$ cat src/rtl/sound_mixer_pipe.sv
// Time-multiplexed stereo mixer for the sound unit.
// One channel per cycle through a DAC model, pan, master volume and DC-blocking HPF.
module sound_mixer_pipe #(
    parameter int NCH       = 4,
    parameter int CW        = 4,
    parameter int OW        = 20,
    parameter int HPF_SHIFT = 4
) (
    input  logic              clk,
    input  logic              rst,
    input  logic              sound_enable,
    input  logic              sample_tick,
    input  logic [NCH*CW-1:0] levels,
    input  logic [NCH-1:0]    dac_en,
    input  logic [NCH-1:0]    pan_l,
    input  logic [NCH-1:0]    pan_r,
    input  logic [2:0]        vol_l,
    input  logic [2:0]        vol_r,
    input  logic              hpf_en,
    input  logic              overrun_clr,
    output logic [OW-1:0]     left,
    output logic [OW-1:0]     right,
    output logic              out_valid,
    output logic              busy,
    output logic              overrun
);

    localparam int IW  = (NCH > 1) ? $clog2(NCH) : 1;
    localparam int DW  = CW + 2;
    localparam int SW  = CW + 2 + $clog2(NCH);
    localparam int MW  = SW + 3;
    localparam int YW  = MW + 1;
    localparam int CPW = MW + HPF_SHIFT + 1;

    localparam logic [DW-1:0] DOFF = DW'((1 << CW) - 1);
    localparam logic signed [CPW-1:0] YMAX = CPW'((1 << (YW - 1)) - 1);
    localparam logic signed [CPW-1:0] YMIN = ~YMAX;

    typedef enum logic [2:0] {
        IDLE,
        ACC,
        SCALE,
        FILT,
        OUT
    } state_t;

    state_t state;
    state_t state_nx;

    logic [IW-1:0]  idx;
    logic [NCH-1:0] dac_en_s;
    logic [NCH-1:0] pan_l_s;
    logic [NCH-1:0] pan_r_s;
    logic [2:0]     vol_l_s;
    logic [2:0]     vol_r_s;
    logic           hpf_s;

    logic signed [SW-1:0]  acc_l;
    logic signed [SW-1:0]  acc_r;
    logic signed [MW-1:0]  m_l;
    logic signed [MW-1:0]  m_r;
    logic signed [CPW-1:0] cap_l;
    logic signed [CPW-1:0] cap_r;

    logic [CW-1:0]         lvl;
    logic                  ch_en;
    logic                  ch_pl;
    logic                  ch_pr;
    logic signed [DW-1:0]  dac_raw;
    logic signed [DW-1:0]  dac;
    logic signed [SW-1:0]  dac_ext;
    logic signed [MW-1:0]  gain_l;
    logic signed [MW-1:0]  gain_r;
    logic signed [CPW-1:0] y_l;
    logic signed [CPW-1:0] y_r;

    logic start;
    logic last_ch;

    // High-pass step: subtract the leaked capacitor charge, or pass through.
    function automatic logic signed [CPW-1:0] hp_step(
        input logic signed [MW-1:0]  m,
        input logic signed [CPW-1:0] cap,
        input logic                  en
    );
        logic signed [CPW-1:0] m_ext;
        m_ext = CPW'(m);
        if (en) begin
            return m_ext - (cap >>> HPF_SHIFT);
        end
        return m_ext;
    endfunction

    // Clamp the filter output to the sample range and left-justify it.
    function automatic logic [OW-1:0] sat_just(
        input logic signed [CPW-1:0] y
    );
        logic signed [YW-1:0] ys;
        if (y > YMAX) begin
            ys = YW'(YMAX);
        end else if (y < YMIN) begin
            ys = YW'(YMIN);
        end else begin
            ys = YW'(y);
        end
        return OW'(ys) << (OW - YW);
    endfunction

    assign busy    = (state != IDLE);
    assign start   = sample_tick && sound_enable && (state == IDLE);
    assign last_ch = (idx == IW'(NCH - 1));

    // Select the current channel's level and its snapshotted routing bits.
    always_comb begin
        lvl   = '0;
        ch_en = 1'b0;
        ch_pl = 1'b0;
        ch_pr = 1'b0;
        for (int i = 0; i < NCH; i++) begin
            if (idx == IW'(i)) begin
                lvl   = levels[i*CW +: CW];
                ch_en = dac_en_s[i];
                ch_pl = pan_l_s[i];
                ch_pr = pan_r_s[i];
            end
        end
    end

    // DAC model: unsigned level mapped to a symmetric signed value.
    always_comb begin
        dac_raw = $signed({1'b0, lvl, 1'b0} - DOFF);
        dac     = ch_en ? dac_raw : '0;
        dac_ext = SW'(dac);
    end

    // Master gain and filter outputs for both sides.
    always_comb begin
        gain_l = MW'(vol_l_s) + MW'(1);
        gain_r = MW'(vol_r_s) + MW'(1);
        y_l    = hp_step(m_l, cap_l, hpf_s);
        y_r    = hp_step(m_r, cap_r, hpf_s);
    end

    // State register.
    always_ff @(posedge clk) begin
        if (rst) begin
            state <= IDLE;
        end else begin
            state <= state_nx;
        end
    end

    // Next-state logic; disabling the unit always returns to idle.
    always_comb begin
        state_nx = state;
        unique case (state)
            IDLE:    if (start) state_nx = ACC;
            ACC:     if (last_ch) state_nx = SCALE;
            SCALE:   state_nx = FILT;
            FILT:    state_nx = OUT;
            OUT:     state_nx = IDLE;
            default: state_nx = IDLE;
        endcase
        if (!sound_enable) begin
            state_nx = IDLE;
        end
    end

    // Datapath: snapshot, accumulate, scale, filter and publish.
    always_ff @(posedge clk) begin
        if (rst) begin
            idx       <= '0;
            dac_en_s  <= '0;
            pan_l_s   <= '0;
            pan_r_s   <= '0;
            vol_l_s   <= '0;
            vol_r_s   <= '0;
            hpf_s     <= 1'b0;
            acc_l     <= '0;
            acc_r     <= '0;
            m_l       <= '0;
            m_r       <= '0;
            cap_l     <= '0;
            cap_r     <= '0;
            left      <= '0;
            right     <= '0;
            out_valid <= 1'b0;
        end else if (!sound_enable) begin
            cap_l     <= '0;
            cap_r     <= '0;
            left      <= '0;
            right     <= '0;
            out_valid <= 1'b0;
        end else begin
            out_valid <= (state == FILT);
            unique case (state)
                IDLE: begin
                    if (sample_tick) begin
                        dac_en_s <= dac_en;
                        pan_l_s  <= pan_l;
                        pan_r_s  <= pan_r;
                        vol_l_s  <= vol_l;
                        vol_r_s  <= vol_r;
                        hpf_s    <= hpf_en;
                        acc_l    <= '0;
                        acc_r    <= '0;
                        idx      <= '0;
                    end
                end
                ACC: begin
                    idx <= idx + IW'(1);
                    if (ch_pl) acc_l <= acc_l + dac_ext;
                    if (ch_pr) acc_r <= acc_r + dac_ext;
                end
                SCALE: begin
                    m_l <= MW'(acc_l) * gain_l;
                    m_r <= MW'(acc_r) * gain_r;
                end
                FILT: begin
                    cap_l <= hpf_s ? cap_l + y_l : '0;
                    cap_r <= hpf_s ? cap_r + y_r : '0;
                    left  <= sat_just(y_l);
                    right <= sat_just(y_r);
                end
                default: begin
                end
            endcase
        end
    end

    // Sticky overrun flag; a dropped tick wins over a clear.
    always_ff @(posedge clk) begin
        if (rst) begin
            overrun <= 1'b0;
        end else if (sound_enable && sample_tick && busy) begin
            overrun <= 1'b1;
        end else if (overrun_clr) begin
            overrun <= 1'b0;
        end
    end

endmodule

$ cat config.mk
export PLATFORM = sky130hd
export DESIGN_NAME = sound_mixer_pipe
export DESIGN_NICKNAME = d
export VERILOG_FILES = /design/src/rtl/sound_mixer_pipe.sv
export SDC_FILE = /design/constraint.sdc
export NUM_CORES = 1
export LEC_CHECK = 0
export BUFFER_PORTS_ARGS = -buffer_cell sky130_fd_sc_hd__buf_2
export CELL_PAD_IN_SITES_DETAIL_PLACEMENT = 0
export CELL_PAD_IN_SITES_GLOBAL_PLACEMENT = 2
export CORE_UTILIZATION = 33
export DETAILED_ROUTE_END_ITERATION = 12
export GPL_ROUTABILITY_DRIVEN = 0
export GPL_TIMING_DRIVEN = 0
export PLACE_DENSITY_LB_ADDON = 0.1
export SLEW_MARGIN = 20
export SYNTH_ARGS = -nofsm -noshare
export SYNTH_HDL_FRONTEND = slang
export SYNTH_SLANG_ARGS = --single-unit
$ cat constraint.sdc
create_clock -name clk -period 3.71 [get_ports clk]
set_clock_uncertainty 0.1 [all_clocks]
set_input_delay 0.1855 -clock clk [delete_from_list [all_inputs] [get_ports clk]]
set_output_delay 0.1855 -clock clk [all_outputs]
set_load 0.05 [all_outputs]
Word-level counts from Yosys, hierarchy flattened
Cells that the tools add are included. W data, S select, Z words.

Register bits after elaboration: 120. Bits in latches: 0. Bits in writable memories: 0. Bits in read-only memories: 0. Bits of input ports: 40. Word-level logic and storage cells: 101. Memories: 0.

Add/subtract/negate cells: 10. $mul: 2. Div/mod/pow operators: 0. $lt $le $gt $ge: 4. Eq/ne operators: 11. Shift-type cells: 0. Muxes and demuxes: 40. Bitwise operators: 1. Reductions and logical operators: 15.

Operators with widths (count): $mux W16 (6); $mux W12 (4); $add A16 B16 Y16 (2); $gt A16 B12 Y1 const B (2); $lt A16 B12 Y1 const B (2); $pmux W8 S2 (2); $sub A11 B12 Y13 (2); $mux W8 (3); $mul A8 B5 Y11 (2); $add A8 B6 Y8 (2); $mux W4 (4); $mux W1 (15); $pmux W3 S4 (1); $ne A2 B2 Y1 const B (5); $add A3 B1 Y4 const B (2); $reduce_and A4 Y1 (2); $eq A3 B2 Y1 const B (2); $mux W3 (2); $mux W6 (1); $reduce_and A3 Y1 (2); $sub A5 B4 Y6 const B (1); $eq A2 B2 Y1 const B (2); $pmux W2 S2 (1); $reduce_and A2 Y1 (2); 11 further kinds (14).

Logic depth before layout (Yosys ltp)
Gate-level depths: netlist (run 1).

Depth in word-level cells: 10. Depth in mapped cells: 20. Depth with buffers taken out: 20.

Worst setup path before layout (run 1)
Ideal clock, no wire load.

Kind: reg-to-reg. Start point: register cap_l[5]. End point: register cap_l[15]. Setup time: 0.074 ns. Arrival: 3.760 ns. Path slack: -0.224 ns. Stages on the path, launching flop included: 18. Buffers on the path: 0. Path through: dfxtp_1 inv_1 ha_1 nor2b_1 o31ai_1 nand2b_1 a21oi_1 xnor2_1 mux2_2 ha_1 or4_1 o22ai_1 o21ai_1 o221a_2 o41ai_2 xor2_1 or3_1 a31oi_1.

Cells in the longest elaborated chain, start to end: 5.

RTL lines: start: declaration (line 62) `logic signed [CPW-1:0] cap_l;`; start signal: assignment (line 220) `cap_l <= hpf_s ? cap_l + y_l : '0;`; $sub A11 B12 Y13 (line 89) `return m_ext - (cap >>> HPF_SHIFT);`; $mux W16 (line 88) `if (en) begin`; $mux W16 (line 91) `return m_ext;`; $add A16 B16 Y16 (*) (line 220); $mux W16 (*) (line 220).

Every way passes the cells marked *; elsewhere a longest branch is shown, timed or not. The select of a mux whose other input is x is not followed. A chain may end at the register's enable or synchronous reset.

Worst setup path after layout (run 1)
Start point: register m_r[0]. End point: register cap_r[15].

Cells in the longest elaborated chain, start to end: 5.

RTL lines: start: declaration (line 61) `logic signed [MW-1:0] m_r;`; start signal: assignment (line 217) `m_r <= MW'(acc_r) * gain_r;`; $sub A11 B12 Y13 (line 89); $mux W16 (line 88); $mux W16 (*) (line 91); $add A16 B16 Y16 (*) (line 221) `cap_r <= hpf_s ? cap_r + y_r : '0;`; $mux W16 (*) (line 221); end signal: assignment (line 221); end: declaration (line 63) `logic signed [CPW-1:0] cap_r;`.

Marked as above.

==> metrics.md, run 1 <==
| Metric | Value |
|---|---|
| Run status | finished with violations |
| Violated checks | negative setup slack |
| VDD IR max | 0.342 mV |
| Final WL | 31,000 microns |
| Routed vias/inst | 4.99 |
| First-pass GRT wire length | 48,600 microns |
| CTS tree | yes |
| 1st-pass router iterations | 4 |
| Starting Density | 33.6% |
| Width of the die | 176 microns |
| Number of global-route vias before repair | 8,855 |
| Setup crit end | cap_r[15] |
| Final nets | 1,620 |
| Worst R2R End | cap_r[15] |
| DP Area | 11,000 sq um |
| Cell taking the most area after synthesis | dfxtp_1 |
| Post-synthesis adder-cell area fraction | 21.1% |
| Synth area leaders | dfxtp_1 24%, ha_1 14%, fa_1 6.8% |
| Yosys top cell area share | 24.1% |
| Post-Synth Simple-Gate Area | 19.5% |
| Async set or reset register ratio after synthesis | 0% |
| PnR Total Power | 3.38 mW |
| Yosys warnings | 0 |
| Mean Syn Cell Area | 7.98 sq um |
| Max-capacitance violation count | 0 |
| Gr usage total | 20.4% |
| Post-route design area | 13,400 sq um |
| Post-synth EDFFs | 0 |
| Setup Viol. Count Final | 4 |
| Hold WC Path Type | input port to register |
| Commonest cells in the netlist | 135 x nand2_1, 131 x a21oi_1, 120 x dfxtp_1, 114 x ha_1, 113 x nor2_1 |
| Worst Path Arrival | 4140 ps |
| CTS buffer count | 17 |
| Area added between synthesis and finish | 34.8% |
| Post-Syn Area | 9970 sq um |
| Clk slew on worst S/H paths | 60 ps |
| Via count | 9,152 |
| Reg2reg setup slack | -190 ps |
| Clk sinks | 120 |
| P per Cell Area | 252 nW/um^2 |
| Post-synthesis compound-gate area fraction | 20.2% |
| CP startpoint kind | register |
| Critical path class | register to register |
| Worst-margin pin slew | 1090 ps |
| Lkg Pwr | 5.65 nW |
| Slew Limit Headroom | 27.1% |
| HP Start | sample_tick |
| Final ANT Viol Nets | 0 |
| Largest net degree at the start of global routing | 17 |
| Mapped Cells | 1,250 |
| 1st-iter DRT viols | 385 |
| Core ar. | 29,700 sq um |
| FP Rows | 63 |
| DRC | 0 |
| Antenna Cells | 0 |
| Sequential area share after synthesis | 24.1% |
| Main flop type after synthesis | dfxtp_1 |
| Top-count cell post-synth | nand2_1 |
| Congestion Overflow GR | 0 |
| Reg-to-reg startpoint | m_r[0] |
| Detailed placer's ending HPWL | 23,400 microns |
| Critical path peak fanout | 3 |
| Clock root buffer | clkbuf_16 |
| Crit. End Element | register |
| Setup ws final | -186 ps |
| Drt wl/cell | 16.9 microns |
| I/O Pins | 83 |
| Share of layout cells above drive strength 1 | 27.4% |
| H-tree depth | 4 |
| Xor/xnor cell area share of the yosys netlist | 6.85% |
| RSZ-0062 raised after global routing | true |
| Final Hold Viols | 0 |
| Largest family of logic cells by synthesized area | adder cells |
| Placed cells | 1,720 |
| Die ar. | 30,900 sq um |
| Crit. Startpoint | m_r[0] |
| Chip height | 176 microns |
| Worst Path Required | 3960 ps |
| Clock buffer depth | 2 |
| Final Cycle Share | 105% |
| Distinct cells, synth | 63 |
| Final Non-Filler Cells | 1,834 |
| Pins Over Slew Limit | 0 |
| Max Clk Rate | 257 MHz |
| Initial antenna violation count | 0 |
| Port bufs | 65 |
| Worst skew pair latency | 430 ps |
| Mux share of post-synthesis cell area | 1.47% |
| Synthesized flop and latch total | 120 |
| Cells on worst reg2reg path | 16 |
| Final min period | 3900 ps |
## layer usage
layer | vias up | track usage, % | wire (microns)
li1 | 4638 | - | -
met1 | 4381 | 26.6 | 14900
met2 | 110 | 34.8 | 15000
met3 | 23 | 2.97 | 635
met4 | 0 | 5.72 | 436
met5 | - | 0 | 0
## state kept, by name, indices dropped and copies added, names as in the netlist, 8 cells and up
signal and cells:
acc_l 8, cap_l 16, m_l 11, cap_r 16
m_r 11, left 12, right 12, acc_r 8
## through the flow
| step | hold slack (ps) | setup TNS [ps] | util (%) | worst slack (ps) |
|---|---|---|---|---|
| after floorplan | 214 | -94.0 | - | -94.0 |
| after global placement | 325 | -21370 | 36.9 | -1590 |
| after detailed placement | 330 | -21090 | 36.9 | -1530 |
| after CTS | 102 | -803 | 43.0 | -369 |
| after global routing | 155 | -2010 | 45.2 | -354 |
| final | 113 | -428 | 45.2 | -186 |
## worst max-delay path, stage by stage (launching register included)
cell and delay [ps]:
dfxtp_2 350, inv_2 50, ha_4 160, fa_2 510, nand2_1 50, o21ai_0 250, inv_1 100, ha_1 310
a211oi_1 370, o211ai_1 220, a31oi_4 240, o21a_1 210, o21ai_2 90, o41ai_2 230, xnor2_1 150, or3_1 320
a31oi_1 120
## cells by family after synthesis
logic type,after synthesis
AO/OA/AOI/OAI,314
XOR/XNOR,78
adder cells (fa/ha/maj),148
buffers and inverters,161
flip-flops,120
multiplexers,13
other,1
AND/OR/NAND/NOR,415
## power by group
group | internal [mW] | switching (mW) | total [mW]
sequential | 1.29 | 0.0119 | 1.31
combinational | 0.108 | 0.183 | 0.291
clock | 1.15 | 0.635 | 1.79
## how the worst min path moves through the flow
stage	end	slack (ps)	cells after the start
floorplan	vol_l_s[1]	210	2
global placement	vol_l_s[1]	330	3
detailed placement	vol_l_s[1]	330	3
CTS	idx[1]	100	4
global route	idx[1]	150	4
finish	idx[1]	110	4
## cell type report
class                      instances  area, sq um
buffer                            64          337
inverter                          95          359
sequential                       120         2460
fill                            3019        16300
timing repair buffer             150         1050
tap                              390          488
clock inverter                     9          148
clock buffer                      22          464
multi-input combinational        984         8140
## cells in the final DEF, fill, tap and decap left out, types with 21 or more instances in the layout
cell	instances
a21o_1	23
a21oi_1	100
a21oi_2	24
a22oi_1	21
and2_1	36
buf_2	69
buf_4	74
clkbuf_1	37
dfxtp_1	96
dlygate4sd3_1	21
fa_1	30
ha_1	70
ha_4	42
inv_1	83
nand2_1	133
nor2_1	106
nor3_1	21
o21ai_0	25
xnor2_1	54
## what timing repair did
item	4_1_cts	5_1_grt
buffers inserted	44	25
pin swaps	81	101
resized for setup	136	122
setup endpoints to repair	35	21
endpoints found under the hold margin	20	0
hold buffers	21	0
(Power assumes the default switching activity.)
==> run 2, diff against run 1 <==
CORE_ASPECT_RATIO = 1.25   (was unset)
==> metrics.md, run 2 (synthesized netlist as in run 1, its figures left out) <==
| Metric | Value |
|---|---|
| Run status | finished with violations (unchanged) |
| Violated checks | negative setup slack (unchanged) |
| Final Non-Filler Cells | 1,838 (was 1,834) |
| Fill cell count | 3,029 (was 3,019) |
| Worst skew pair latency | 430 ps (about the same) |
| Critical path peak fanout | 4 (was 3) |
| Crit. End Element | register (unchanged) |
| P per Cell Area | 261 nW/um^2 (was 252 nW/um^2) |
| Clk sinks | 120 (unchanged) |
| Chip height | 196 microns (was 176 microns) |
| Detailed placer's ending HPWL | 23,800 microns (was 23,400 microns) |
| Gr usage total | 20.9% (was 20.4%) |
| Top Registers | cap_l: 16 flops, cap_r: 16 flops (unchanged) |
| Share of power burned in registers | 37.5% (was 38.6%) |
| Hold WC Path Type | input port to register (unchanged) |
| Post-route design area | 13,400 sq um (about the same) |
| Area added between synthesis and finish | 33.9% (was 34.8%) |
| 1st-iter DRT viols | 355 (was 385) |
| Port bufs | 65 (unchanged) |
| Worst Path Arrival | 4190 ps (was 4140 ps) |
| DP Area | 11,000 sq um (about the same) |
| Most frequent cells in the layout | 134 x nand2_1, 106 x nor2_1, 105 x a21oi_1 (was 133 x nand2_1, 106 x nor2_1, 100 x a21oi_1) |
| First-pass GRT wire length | 49,300 microns (was 48,600 microns) |
| Share of layout cells above drive strength 1 | 26.2% (was 27.4%) |
| Comb pwr share | 8.4% (was 8.6%) |
| Largest net degree at the start of global routing | 17 (unchanged) |
| Lkg Pwr | 5.60 nW (was 5.65 nW) |
| Starting Density | 33.8% (was 33.6%) |
| Clock root buffer | clkbuf_16 (unchanged) |
| Clock buffer depth | 2 (unchanged) |
| Critical path class | register to register (unchanged) |
| Setup ws final | -230 ps (was -186 ps) |
| Setup TNS | -444 ps (was -428 ps) |
| FP Rows | 70 (was 63) |
| Number of global-route vias before repair | 9,073 (was 8,855) |
| H-tree depth | 4 (unchanged) |
| Core ar. | 29,500 sq um (was 29,700 sq um) |
| Final nets | 1,617 (was 1,620) |
| Setup Viol. Count Final | 3 (was 4) |
| Routed vias/inst | 4.91 (was 4.99) |
| Width of the die | 158 microns (was 176 microns) |
| RSZ-0062 raised after global routing | true (unchanged) |
| VDD IR max | 0.270 mV (was 0.342 mV) |
| Initial antenna violation count | 0 (unchanged) |
| 1st-pass router iterations | 7 (was 4) |
| Final ANT Viol Nets | 0 (unchanged) |
| CP startpoint kind | register (unchanged) |
| Worst-margin pin slew | 953 ps (was 1090 ps) |
| Final min period | 3940 ps (was 3900 ps) |
| DRC | 0 (unchanged) |
| Final WL | 31,200 microns (was 31,000 microns) |
| Die ar. | 30,900 sq um (about the same) |
| I/O Pins | 83 (unchanged) |
| CTS buffer count | 17 (unchanged) |
| Antenna Cells | 0 (unchanged) |
| Switching pwr | 0.864 mW (was 0.831 mW) |
| Final Hold Viols | 0 (unchanged) |
| Clk slew on worst S/H paths | 60 ps (about the same) |
| Congestion Overflow GR | 0 (unchanged) |
| Drt wl/cell | 17.0 microns (was 16.9 microns) |
| Int Pwr | 2.62 mW (was 2.55 mW) |
| Worst Path Required | 3960 ps (about the same) |
| Final Cycle Share | 106% (was 105%) |
| Max-capacitance violation count | 0 (unchanged) |
| Clock power frac | 54.0% (was 52.8%) |
| Slew Limit Headroom | 36.2% (was 27.1%) |
| Placed cells | 1,726 (was 1,720) |
| Via count | 9,021 (was 9,152) |
| Post-layout util | 45.3% (was 45.2%) |
| Max Clk Rate | 254 MHz (was 257 MHz) |
| Switching Fraction | 24.8% (was 24.5%) |
| Pins Over Slew Limit | 0 (unchanged) |
| Commonest non-fill, non-tap cell in the layout | nand2_1 (unchanged) |
| CTS tree | yes (unchanged) |
## run 2: changes by cell type in the layout (fill, tap and decap cells not counted), moves of 3 or more
cell      previous run  this run
a21oi_1            100       105
and2_4               9         6
a21oi_4              7         4
and2_1              36        39
clkinv_2             4         1
xnor2_1             54        57
mux2_2               3         6
buf_6               12         2
xnor2_2              7         4
mux2_4              10         7
buf_4               74        81
## run 2: metal layers
metal  GRT usage (%)  up-vias  share of wire (%)
met4            6.26        0                1.6
met1            25.0     4250                 44
met5               0        -                  0
met3            2.81       25                1.8
met2            38.3      110                 53
li1                -     4636                  -
## run 2: cell type report
class,count,area (sq um),area share [%]
buffer,64,339,2.54
clock buffer,21,450,3.37
clock inverter,11,195,1.46
inverter,95,362,2.71
multi-input combinational,984,8070,60.4
sequential,120,2450,18.3
tap,396,495,3.71
timing repair buffer,147,1000,7.49
## run 2: path summary, 6_finish.rpt
| check | endpoint | slack (ps) | startpoint | depth (start not counted) |
|---|---|---|---|---|
| max | cap_r[15] | -230 | cap_r[8] | 18 |
| min | idx[1] | 110 | sample_tick | 4 |
| max reg2reg | cap_r[15] | -230 | cap_r[8] | 18 |
| min reg2reg | left[18] | 350 | left[18] | 2 |
## run 2: through the flow
stage	total power, mW	hold WS [ps]	setup slack [ps]
floorplan	1.50	214	-94.0
CTS	3.52	81.5	-311
detailed placement	1.59	326	-1460
finish	3.48	108	-230
global placement	1.59	322	-1460
global route	3.60	144	-438
## run 2: repair_timing
item | in CTS | in global routing
setup buffers | 38 | 23
pin swaps | 73 | 63
hold buffers | 21 | 0
gates cloned | 0 | 0
setup endpoints to repair | 37 | 20
gates resized for setup | 143 | 82
hold endpoints to repair | 20 | 0
## run 2: power by group through the flow
stage | logic (mW) | registers (mW) | clock network (mW)
floorplan | 0.171 | 1.33 | 0
global placement | 0.254 | 1.34 | 0
detailed placement | 0.254 | 1.34 | 0
CTS | 0.286 | 1.31 | 1.92
global route | 0.319 | 1.31 | 1.98
finish | 0.293 | 1.31 | 1.88
## run 2: worst max-delay path, cell delays in order, from the launching register on
cell and delay (ps):
dfxtp_1 430, inv_1 90, ha_1 340, o21a_1 120, o31a_1 120, o311a_1 340, o21a_1 180, nor2_1 100
xnor2_1 70, mux2_4 290, ha_4 240, a21o_1 160, a21oi_1 130, o21a_1 190, o21ai_2 90, o41ai_2 260
xnor2_1 120, or3_1 310, a31oi_1 150
==> run 3, diff against run 2 <==
CORE_UTILIZATION = 35   (was 33)
clock period = 4.05 ns   (was 3.71 ns; I/O delays follow)
==> metrics.md, run 3 (synthesized netlist as in run 1, its figures left out) <==
| Metric | Value |
|---|---|
| Starting Density | 35.9% (was 33.8%) |
| Initial antenna violation count | 0 (unchanged) |
| Most frequent cells in the layout | 134 x nand2_1, 116 x a21oi_1, 108 x nor2_1 (was 134 x nand2_1, 106 x nor2_1, 105 x a21oi_1) |
| Top Registers | cap_l: 16 flops, cap_r: 16 flops (unchanged) |
| Max Clk Rate | 251 MHz (was 254 MHz) |
| Clk slew on worst S/H paths | 70 ps (was 60 ps) |
| Worst-margin pin slew | 808 ps (was 953 ps) |
| RSZ-0062 raised after global routing | true (unchanged) |
| First-pass GRT wire length | 46,700 microns (was 49,300 microns) |
| Final Cycle Share | 98.2% (was 106%) |
| Commonest non-fill, non-tap cell in the layout | nand2_1 (unchanged) |
| CTS buffer count | 17 (unchanged) |
| Setup TNS | 0 ps (was -444 ps) |
| Max incr delay on CP | 360 ps (was 430 ps) |
| Number of global-route vias before repair | 8,821 (was 9,073) |
| Drt wl/cell | 16.4 microns (was 17.0 microns) |
| Via count | 8,900 (was 9,021) |
| Final ANT Viol Nets | 0 (unchanged) |
| H-tree depth | 4 (unchanged) |
| P per Cell Area | 242 nW/um^2 (was 261 nW/um^2) |
| 1st-iter DRT viols | 284 (was 355) |
| Final nets | 1,593 (was 1,617) |
| Die ar. | 29,200 sq um (was 30,900 sq um) |
| Port bufs | 65 (unchanged) |
| Crit path max-delay cell type | dfxtp_4 (was dfxtp_1) |
| Final Non-Filler Cells | 1,767 (was 1,838) |
| Critical path buffers and inverters | 1 (unchanged) |
| Antenna Cells | 0 (unchanged) |
| Final WL | 28,900 microns (was 31,200 microns) |
| Clock root buffer | clkbuf_16 (unchanged) |
| Crit. End Element | register (unchanged) |
| Width of the die | 153 microns (was 158 microns) |
| Final min period | 3980 ps (was 3940 ps) |
| Final Hold Viols | 0 (unchanged) |
| Post-layout util | 45.2% (was 45.3%) |
| Largest net degree at the start of global routing | 17 (unchanged) |
| FP Rows | 68 (was 70) |
| Setup Viol. Count Final | 0 (was 3) |
| 1st-pass router iterations | 5 (was 7) |
| Placed cells | 1,680 (was 1,726) |
| Area added between synthesis and finish | 26.0% (was 33.9%) |
| CP startpoint kind | register (unchanged) |
| Critical path class | register to register (unchanged) |
| Routed vias/inst | 5.04 (was 4.91) |
| Congestion Overflow GR | 0 (unchanged) |
| Gr usage total | 20.5% (was 20.9%) |
| Chip height | 191 microns (was 196 microns) |
| CP top delay family | compound AO/OA/AOI/OAI gates (unchanged) |
| Hold WC Path Type | input port to register (unchanged) |
| Pins Over Slew Limit | 0 (unchanged) |
| Lkg Pwr | 5.46 nW (was 5.60 nW) |
| Share of layout cells above drive strength 1 | 20.7% (was 26.2%) |
| Core ar. | 27,800 sq um (was 29,500 sq um) |
| CTS tree | yes (unchanged) |
| VDD IR max | 0.229 mV (was 0.270 mV) |
| Max-capacitance violation count | 0 (unchanged) |
| Clock buffer depth | 2 (unchanged) |
| I/O Pins | 83 (unchanged) |
| Clk sinks | 120 (unchanged) |
| Worst skew pair latency | 440 ps (was 430 ps) |
| Run status | complete, no violations (was finished with violations) |
| CP cell instances | inv_2 -> ha_4 -> fa_2 -> nor2b_2 -> o31a_1 -> o311a_1 -> o21a_1 -> nor2_2 -> xnor2_1 -> mux2_4 -> ha_4 -> a21o_1 -> a21oi_1 -> o21a_1 -> o21ai_2 -> o41ai_2 -> xnor2_1 -> or3_1 -> a31oi_1 (was inv_1 -> ha_1 -> o21a_1 -> o31a_1 -> o311a_1 -> o21a_1 -> nor2_1 -> xnor2_1 -> mux2_4 -> ha_4 -> a21o_1 -> a21oi_1 -> o21a_1 -> o21ai_2 -> o41ai_2 -> xnor2_1 -> or3_1 -> a31oi_1) |
| Critical path peak fanout | 5 (was 4) |
| Detailed placer's ending HPWL | 22,500 microns (was 23,800 microns) |
| DRC | 0 (unchanged) |
| Slew Limit Headroom | 46.0% (was 36.2%) |
| Fill cell count | 2,849 (was 3,029) |
| Worst Path Arrival | 4240 ps (was 4190 ps) |
| Worst Path Required | 4310 ps (was 3960 ps) |
-- run 3: cell count changes in the layout (fill, tap and decap cells not counted), moves of 6 or more --
cell | previous run | this run
a21oi_1 | 105 | 116
a21oi_2 | 22 | 14
buf_4 | 81 | 52
ha_1 | 72 | 92
ha_4 | 40 | 19
inv_1 | 84 | 91
inv_2 | 9 | 3
-- run 3: area by class of cell --
| class | count | area [sq um] | area share, % |
|---|---|---|---|
| flip-flops and latches | 120 | 2430 | 19.4 |
| inverters | 95 | 359 | 2.86 |
| well taps | 350 | 438 | 3.48 |
| plain buffers | 65 | 330 | 2.63 |
| clock inverters | 14 | 176 | 1.40 |
| multi-input cells | 984 | 7600 | 60.4 |
| clock buffers | 17 | 425 | 3.38 |
| repair buffers | 122 | 810 | 6.44 |
-- run 3: worst paths after layout --
path,from,to,slack [ps],cells past startpoint
setup / recovery,m_r[0],cap_r[15],70,19
hold / removal,sound_enable,acc_r[7],130,5
setup reg to reg,m_r[0],cap_r[15],70,19
hold reg to reg,left[18],left[18],350,2
-- run 3: worst min-delay path: stages --
cell      delay, ps
buf_2           110
o221ai_1        100
nor4_1           70
a21oi_1         110
nor2_1           40
-- run 3: stage by stage --
step	power [mW]	area, sq um	setup slack, ps	hold WS, ps
CTS	3.07	12100	-24.7	115
detailed placement	1.45	10800	-936	344
global placement	1.45	10800	-941	344
global route	3.15	12600	-143	147
finish	3.05	12600	71.7	128
floorplan	1.38	10000	116	238
-- run 3: routing by layer --
layer	track usage (%)	wire, microns	vias to the layer above
met4	6.10	467	0
li1	-	-	4587
met3	2.70	774	28
met5	0	0	-
met2	39.0	15300	128
met1	23.8	12400	4157
-- run 3: power by group --
part | switching [mW] | internal [mW]
sequential | 0.0101 | 1.19
clock | 0.629 | 0.969
combinational | 0.157 | 0.0918
-- run 3: repair_timing --
action | in CTS | in global routing
buffers inserted | 23 | 13
endpoints found under the hold margin | 20 | 0
pin swaps | 36 | 42
resized for setup | 81 | 75
endpoints found under the setup margin | 24 | 13
hold buffers | 21 | 0
